$ cat config.mk
export PLATFORM = sky130hd
export DESIGN_NAME = id_ex_stage
export DESIGN_NICKNAME = d
export VERILOG_FILES = /design/src/rtl/id_ex_stage_pkg.sv /design/src/rtl/id_ex_stage_operand_slot.sv /design/src/rtl/id_ex_stage.sv
export SDC_FILE = /design/constraint.sdc
export NUM_CORES = 1
export LEC_CHECK = 0
export ABC_AREA = 0
export ABC_CLOCK_PERIOD_IN_PS = 4300
export BUFFER_PORTS_ARGS = -buffer_cell sky130_fd_sc_hd__buf_2
export CORE_MARGIN = 2
export CORE_UTILIZATION = 38
export DETAILED_ROUTE_END_ITERATION = 10
export HOLD_SLACK_MARGIN = 0.03
export PLACE_DENSITY = 0.68
export SLEW_MARGIN = 20
export SYNTH_ARGS = -nofsm -noshare
export SYNTH_HDL_FRONTEND = slang
export SYNTH_SLANG_ARGS = --single-unit
export TNS_END_PERCENT = 30
$ cat constraint.sdc
create_clock -name clk -period 4.3 [get_ports clk]
set_input_delay 0.43 -clock clk [delete_from_list [all_inputs] [get_ports clk]]
set_output_delay 0.43 -clock clk [all_outputs]
set_load 0.005 [all_outputs]
$ cat src/rtl/id_ex_stage_pkg.sv
// Shared decode/execute definitions: ALU operation codes, operand-select
// encodings and the held control bundle of the ID/EX pipeline register.
package id_ex_stage_pkg;

  localparam logic [3:0] ALU_ADD  = 4'd0;
  localparam logic [3:0] ALU_SUB  = 4'd1;
  localparam logic [3:0] ALU_AND  = 4'd2;
  localparam logic [3:0] ALU_OR   = 4'd3;
  localparam logic [3:0] ALU_XOR  = 4'd4;
  localparam logic [3:0] ALU_SLL  = 4'd5;
  localparam logic [3:0] ALU_SRL  = 4'd6;
  localparam logic [3:0] ALU_SRA  = 4'd7;
  localparam logic [3:0] ALU_SLT  = 4'd8;
  localparam logic [3:0] ALU_SLTU = 4'd9;

  localparam logic [1:0] SRC1_RS1  = 2'd0;
  localparam logic [1:0] SRC1_PC   = 2'd1;
  localparam logic [1:0] SRC1_ZERO = 2'd2;

  localparam logic [1:0] SRC2_RS2  = 2'd0;
  localparam logic [1:0] SRC2_IMM  = 2'd1;
  localparam logic [1:0] SRC2_FOUR = 2'd2;

  typedef struct packed {
    logic [3:0] alu_op;
    logic [1:0] src1_sel;
    logic [1:0] src2_sel;
    logic [4:0] rd_addr;
    logic       rd_we;
  } ctrl_t;

  // x0 is hard-wired, so a write-back to it never forwards.
  function automatic logic wb_hit(input logic       we,
                                  input logic [4:0] wb_addr,
                                  input logic [4:0] rs_addr);
    return we && (wb_addr != 5'd0) && (wb_addr == rs_addr);
  endfunction

endpackage

$ cat src/rtl/id_ex_stage_operand_slot.sv
// One held source operand: captures with write-back bypass and x0 forcing,
// then optionally keeps snooping the write-back bus while the stage stalls.
module id_ex_stage_operand_slot
  import id_ex_stage_pkg::*;
#(
  parameter int XLEN     = 32,
  parameter bit SNOOP_EN = 1'b1
) (
  input  logic            clk,
  input  logic            rst,
  input  logic            capture,
  input  logic            hold,
  input  logic [4:0]      id_addr,
  input  logic [XLEN-1:0] id_data,
  input  logic            wb_we,
  input  logic [4:0]      wb_addr,
  input  logic [XLEN-1:0] wb_data,
  output logic [XLEN-1:0] value
);

  logic [4:0]      addr_r;
  logic [XLEN-1:0] data_r;
  logic [XLEN-1:0] cap_data_s;
  logic            snoop_s;

  // Value to register on capture: x0 first, then the same-cycle write-back.
  always_comb begin
    cap_data_s = id_data;
    if (id_addr == 5'd0) begin
      cap_data_s = '0;
    end else if (wb_hit(wb_we, wb_addr, id_addr)) begin
      cap_data_s = wb_data;
    end else begin
      cap_data_s = id_data;
    end
  end

  assign snoop_s = SNOOP_EN && hold && wb_hit(wb_we, wb_addr, addr_r);

  // Operand register: capture, stall-time snoop, otherwise hold.
  always_ff @(posedge clk or posedge rst) begin
    if (rst) begin
      addr_r <= 5'd0;
      data_r <= '0;
    end else if (capture) begin
      addr_r <= id_addr;
      data_r <= cap_data_s;
    end else if (snoop_s) begin
      data_r <= wb_data;
    end
  end

  assign value = data_r;

endmodule

$ cat src/rtl/id_ex_stage.sv
// ID/EX pipeline register: valid/ready handshake with flush, held control
// fields and operands, and the ALU operand-select muxes.
module id_ex_stage
  import id_ex_stage_pkg::*;
#(
  parameter int XLEN     = 32,
  parameter bit SNOOP_EN = 1'b1
) (
  input  logic            clk,
  input  logic            rst,
  input  logic            id_valid,
  output logic            id_ready,
  input  logic [XLEN-1:0] id_pc,
  input  logic [4:0]      id_rs1_addr,
  input  logic [4:0]      id_rs2_addr,
  input  logic [XLEN-1:0] id_rs1_data,
  input  logic [XLEN-1:0] id_rs2_data,
  input  logic [XLEN-1:0] id_imm,
  input  logic [3:0]      id_alu_op,
  input  logic [1:0]      id_src1_sel,
  input  logic [1:0]      id_src2_sel,
  input  logic [4:0]      id_rd_addr,
  input  logic            id_rd_we,
  input  logic            flush,
  input  logic            wb_we,
  input  logic [4:0]      wb_addr,
  input  logic [XLEN-1:0] wb_data,
  output logic            ex_valid,
  input  logic            ex_ready,
  output logic [3:0]      alu_op,
  output logic [XLEN-1:0] src1,
  output logic [XLEN-1:0] src2,
  output logic [XLEN-1:0] ex_pc,
  output logic [4:0]      ex_rd_addr,
  output logic            ex_rd_we
);

  logic            ex_valid_r;
  ctrl_t           ctrl_r;
  ctrl_t           id_ctrl_s;
  logic [XLEN-1:0] pc_r;
  logic [XLEN-1:0] imm_r;
  logic [XLEN-1:0] rs1_val_s;
  logic [XLEN-1:0] rs2_val_s;
  logic            capture_s;
  logic            hold_s;

  // id_ready depends only on registered state and ex_ready, never on id_valid.
  assign id_ready  = !ex_valid_r || ex_ready;
  assign capture_s = id_valid && id_ready && !flush;
  assign hold_s    = ex_valid_r && !ex_ready;

  assign id_ctrl_s = '{alu_op:   id_alu_op,
                       src1_sel: id_src1_sel,
                       src2_sel: id_src2_sel,
                       rd_addr:  id_rd_addr,
                       rd_we:    id_rd_we};

  // Occupancy: flush wins, then capture, then drain.
  always_ff @(posedge clk or posedge rst) begin
    if (rst) begin
      ex_valid_r <= 1'b0;
    end else if (flush) begin
      ex_valid_r <= 1'b0;
    end else if (capture_s) begin
      ex_valid_r <= 1'b1;
    end else if (ex_ready) begin
      ex_valid_r <= 1'b0;
    end
  end

  // Control fields, PC and immediate load only on capture.
  always_ff @(posedge clk or posedge rst) begin
    if (rst) begin
      ctrl_r <= '0;
      pc_r   <= '0;
      imm_r  <= '0;
    end else if (capture_s) begin
      ctrl_r <= id_ctrl_s;
      pc_r   <= id_pc;
      imm_r  <= id_imm;
    end
  end

  id_ex_stage_operand_slot #(.XLEN(XLEN), .SNOOP_EN(SNOOP_EN)) u_rs1 (
    .clk     (clk),
    .rst     (rst),
    .capture (capture_s),
    .hold    (hold_s),
    .id_addr (id_rs1_addr),
    .id_data (id_rs1_data),
    .wb_we   (wb_we),
    .wb_addr (wb_addr),
    .wb_data (wb_data),
    .value   (rs1_val_s)
  );

  id_ex_stage_operand_slot #(.XLEN(XLEN), .SNOOP_EN(SNOOP_EN)) u_rs2 (
    .clk     (clk),
    .rst     (rst),
    .capture (capture_s),
    .hold    (hold_s),
    .id_addr (id_rs2_addr),
    .id_data (id_rs2_data),
    .wb_we   (wb_we),
    .wb_addr (wb_addr),
    .wb_data (wb_data),
    .value   (rs2_val_s)
  );

  // Operand-select muxes; reserved encodings give zero.
  always_comb begin
    src1 = '0;
    src2 = '0;
    case (ctrl_r.src1_sel)
      SRC1_RS1:  src1 = rs1_val_s;
      SRC1_PC:   src1 = pc_r;
      SRC1_ZERO: src1 = '0;
      default:   src1 = '0;
    endcase
    case (ctrl_r.src2_sel)
      SRC2_RS2:  src2 = rs2_val_s;
      SRC2_IMM:  src2 = imm_r;
      SRC2_FOUR: src2 = XLEN'(4);
      default:   src2 = '0;
    endcase
  end

  assign ex_valid   = ex_valid_r;
  assign alu_op     = ctrl_r.alu_op;
  assign ex_pc      = pc_r;
  assign ex_rd_addr = ctrl_r.rd_addr;
  assign ex_rd_we   = ctrl_r.rd_we && ex_valid_r && (ctrl_r.rd_addr != 5'd0);

endmodule

==> results.md <==
GRT:
- The number of antenna violations at the first check in global routing is 3.
- The aggregate global-route resource usage is 24.1%.
- The global-route wire length before repair is 39700 um.
- The number of global-route vias before repair is 7088.
- For this run the aggregate overflow at the end of global routing stands at 0.
- The largest net degree at the start of global routing is 82.

STA:
- The post-route clock period utilization is 61.7%.
- The worst hold slack is 82.2 ps.
- The number of slew-limit violations in the final report is 0.
- Across the routed clock network, the largest skew measured is 5.76 ps.
- The final count of negative-setup-slack endpoints is 0.
- The final critical path time including I/O delays and setup is 2650 ps.
- The number of hold violations in the final report was 0.
- Setup repair after global routing left no endpoint under its margin.
- The sum of negative setup slack is 0 ps.
- Static timing analysis puts the maximum clock frequency at 377 MHz.
- In the post-route analysis, the smallest setup slack over all paths is 1650 ps.
- Measured against its own limit, the worst slew margin works out to 25.8%.
- The slew at the pin closest to its max-slew limit is 1110 ps.

Floorplanning:
- The floorplan has 51 rows.
- During I/O placement, the number of pins put on the boundary was 303.
- The total die area is 21100 sq um.
- The width of the die is 145 um.
- The total core area is 19500 sq um.
- For this configuration, the core starts out at a cell density of 38.7%.
- The floorplan step set the die height to 145 um.

Finish:
- Once layout is complete, the utilization of the core stands at 50.1%.
- The final layout contains 1286 nets.
- The filler-free cell count of the finished design is 1371.
- From synthesis to final layout, the design area changed by 29.2%.
- Leaving out fill and tap cells, the most frequent cell in the layout is sky130_fd_sc_hd__buf_2.
- In the layout the commonest cells are sky130_fd_sc_hd__buf_2 (302), sky130_fd_sc_hd__nand2_1 (294), sky130_fd_sc_hd__dfrtp_1 (151).
- Once layout is done, the placed cells without fillers occupy 9770 sq um.
- The share of post-route cells with drive strength above 1 is 32.0%.

Drt:
- The count of nets left with antenna violations once routing finished came out at 0.
- The detailed-route wire length is 25500 um.
- Using the TritonRoute via totals, the vias-per-cell ratio works out to 5.16.
- The final routed DRC violation total is 0.
- The count of vias placed by the detailed router is 7068.
- The detailed-routing iteration count for the pre-antenna-repair pass is 5.
- The wire length per cell is 18.6 um.
- The iteration-0 DRC count of the detailed router is 435.

Clocking:
- The root buffer cell chosen for the clock tree is sky130_fd_sc_hd__clkbuf_16.
- The buffer count from post-CTS setup fixing is 0.
- TritonCTS built the clock tree.
- In this run the number of H-tree levels came out at 4.
- In this run the deepest clock path goes through 2 buffers.
- Post-CTS repair changed the size of 0 cells.
- The total of hold buffers inserted after clock tree synthesis is 0.
- At the later pin of the worst-skew pair, clock insertion delay measures 420 ps.
- The clock buffer count from CTS is 17.
- The total number of clock tree sinks is 153.
- Clock-pin slew was measured on the worst setup and hold paths at 60 ps.

Setup path:
- The largest single stage delay on the critical path is 1100 ps.
- The maximum fanout along the worst path is 33.
- The critical path in this run is classified as flip-flop to output pin.
- The kind of cell with the highest combined delay along the critical path is flip-flops.
- The signal on the critical path passes through mux2i_1, nor2_1, buf_2.
- Counting both buffers and inverters, the worst setup path holds a total of 1.
- On the critical path, the stage with the largest delay is an instance of sky130_fd_sc_hd__dfrtp_2.
- The worst setup path is captured at an output pin.
- The arrival time reported for the critical path endpoint is 2220 ps.
- The startpoint kind of the worst setup timing path is a flip-flop.
- STA puts the critical path data required time at 3870 ps.

Synth:
- The combinational family with the most area after synthesis is simple AND/OR/NAND/NOR gates.
- The area of the mapped netlist is 7570 sq um.
- Yosys printed 0 warnings.
- The fraction of the mapped netlist area in compound gates is 13.6%.
- The synthesized netlist devotes 2.32% of its cell area to XOR and XNOR gates.
- The distinct cell type count of the synthesized netlist is 27.
- Counting every instance in the synthesized netlist gives 836.
- In this run, synthesis produced a sequential element count of 153.
- After synthesis, the share of cell area in mux cells is 8.33%.
- The number of nets produced by synthesis is 1031.
- After Yosys synthesis, and, or, nand and nor cells account for 19.5% of the synthesized area.
- The arithmetic-cell share of the synthesized area counting full adders, half adders and majority gates is 0%.
- Averaged over all synthesized cells, the footprint is 9.05 sq um.
- The share of the Yosys chip area taken by registers is 50.6%.

Status:
- The run finished with clean final reports.

Placement:
- The total placed instance area is 9160 sq um.
- The half-perimeter wire length of the detailed placement result is 18300 um.
- The number of instances in the placed design is 1337.
- Input and output buffers added on the ports amount to 302.
- The placement-stage worst setup slack is 1470 ps.
- The placer's final routability congestion estimate is 0.932.

Power:
- The worst-case IR drop observed on VDD is 253 uV.
- The static power due to leakage is 5.17 nW.
- The post-layout total power is 4.32 mW.
- The power density normalized to cell area is 442 nW/um^2.

Worst hold path:
- The class of the tightest hold or removal check is primary input to asynchronous set/reset pin.

Job:
- The count of max-cap constraint violations is 0.
## routing by layer
metal | up-vias | global-route usage, % | part of all wire, % | wire, um
met1 | 3381 | 32.0 | 44 | 11100
met2 | 319 | 38.9 | 47 | 11900
met5 | - | 0 | 0.051 | 13
met4 | 2 | 7.65 | 2.1 | 537
li1 | 3334 | - | - | -
met3 | 32 | 6.01 | 7.8 | 1980
## state kept, by name, summed over array words and instances, names as in the netlist
register and count:
ex_pc 32, imm_r 32, u_rs1.value 32, u_rs2.value 32
ctrl_r 5, ex_rd_addr 5, u_rs1.addr_r 5, u_rs2.addr_r 5
alu_op 4, ex_valid 1
## cell type report
type,instances,area [sq um]
timing repair buffer,315,1630
clock inverter,7,116
tap,265,332
antenna,3,7.51
sequential,153,3830
clock buffer,24,492
inverter,4,18.8
fill,1888,9750
multi-input combinational,600,3340
## cells by family (layout without fill, tap and decap cells)
kind of cell / Yosys count / after routing
AO/OA/AOI/OAI: 136 / 136
XOR/XNOR: 20 / 20
buffers and inverters: 83 / 350
flip-flops: 153 / 153
multiplexers: 63 / 63
other: 0 / 3
AND/OR/NAND/NOR: 381 / 381
## report_power, final
| group | internal [mW] | switching [mW] |
|---|---|---|
| Sequential | 1.66 | 0.214 |
| Clock | 0.972 | 0.588 |
| Combinational | 0.445 | 0.438 |
| Total | 3.08 | 1.24 |
## final timing paths
kind                           start              end  slack, ps  depth (start not counted)
setup / recovery           ctrl_r[8]         src1[27]       1650                          3
hold / removal                   rst    ex_rd_addr[2]         80                          2
setup reg to reg            ex_valid  u_rs2.value[28]       1670                          6
hold reg to reg            alu_op[0]        alu_op[0]        470                          2
max in group asynchronous        rst  u_rs1.value[13]       3230                          3
min in group clk               flush         ex_valid        180                          2
## synthesized netlist by cell type
library cell / count / area share (%)
sky130_fd_sc_hd__and2_1: 1 / 0.083
sky130_fd_sc_hd__nor2b_1: 1 / 0.083
sky130_fd_sc_hd__nor3_1: 1 / 0.066
sky130_fd_sc_hd__xnor2_1: 7 / 0.81
sky130_fd_sc_hd__buf_4: 15 / 1.5
sky130_fd_sc_hd__nand4_1: 1 / 0.083
sky130_fd_sc_hd__a211oi_1: 1 / 0.099
sky130_fd_sc_hd__xor2_1: 13 / 1.5
sky130_fd_sc_hd__nand2b_1: 3 / 0.25
sky130_fd_sc_hd__nor4_1: 4 / 0.33
sky130_fd_sc_hd__a221o_1: 64 / 8.5
sky130_fd_sc_hd__or3_1: 1 / 0.083
sky130_fd_sc_hd__dfrtp_1: 153 / 51
sky130_fd_sc_hd__clkbuf_1: 43 / 2.1
sky130_fd_sc_hd__o21ai_0: 1 / 0.066
sky130_fd_sc_hd__a21oi_1: 65 / 4.3
sky130_fd_sc_hd__nor2_1: 68 / 3.4
sky130_fd_sc_hd__or4_1: 3 / 0.30
sky130_fd_sc_hd__nand2_1: 294 / 15
sky130_fd_sc_hd__o311a_1: 1 / 0.13
sky130_fd_sc_hd__o21a_1: 3 / 0.30
sky130_fd_sc_hd__nand3_1: 4 / 0.26
sky130_fd_sc_hd__buf_6: 5 / 0.74
sky130_fd_sc_hd__buf_2: 16 / 1.1
sky130_fd_sc_hd__mux2i_1: 63 / 8.3
sky130_fd_sc_hd__a211oi_4: 1 / 0.26
sky130_fd_sc_hd__inv_1: 4 / 0.20
No activity file was read; power rests on OpenSTA's default activity.
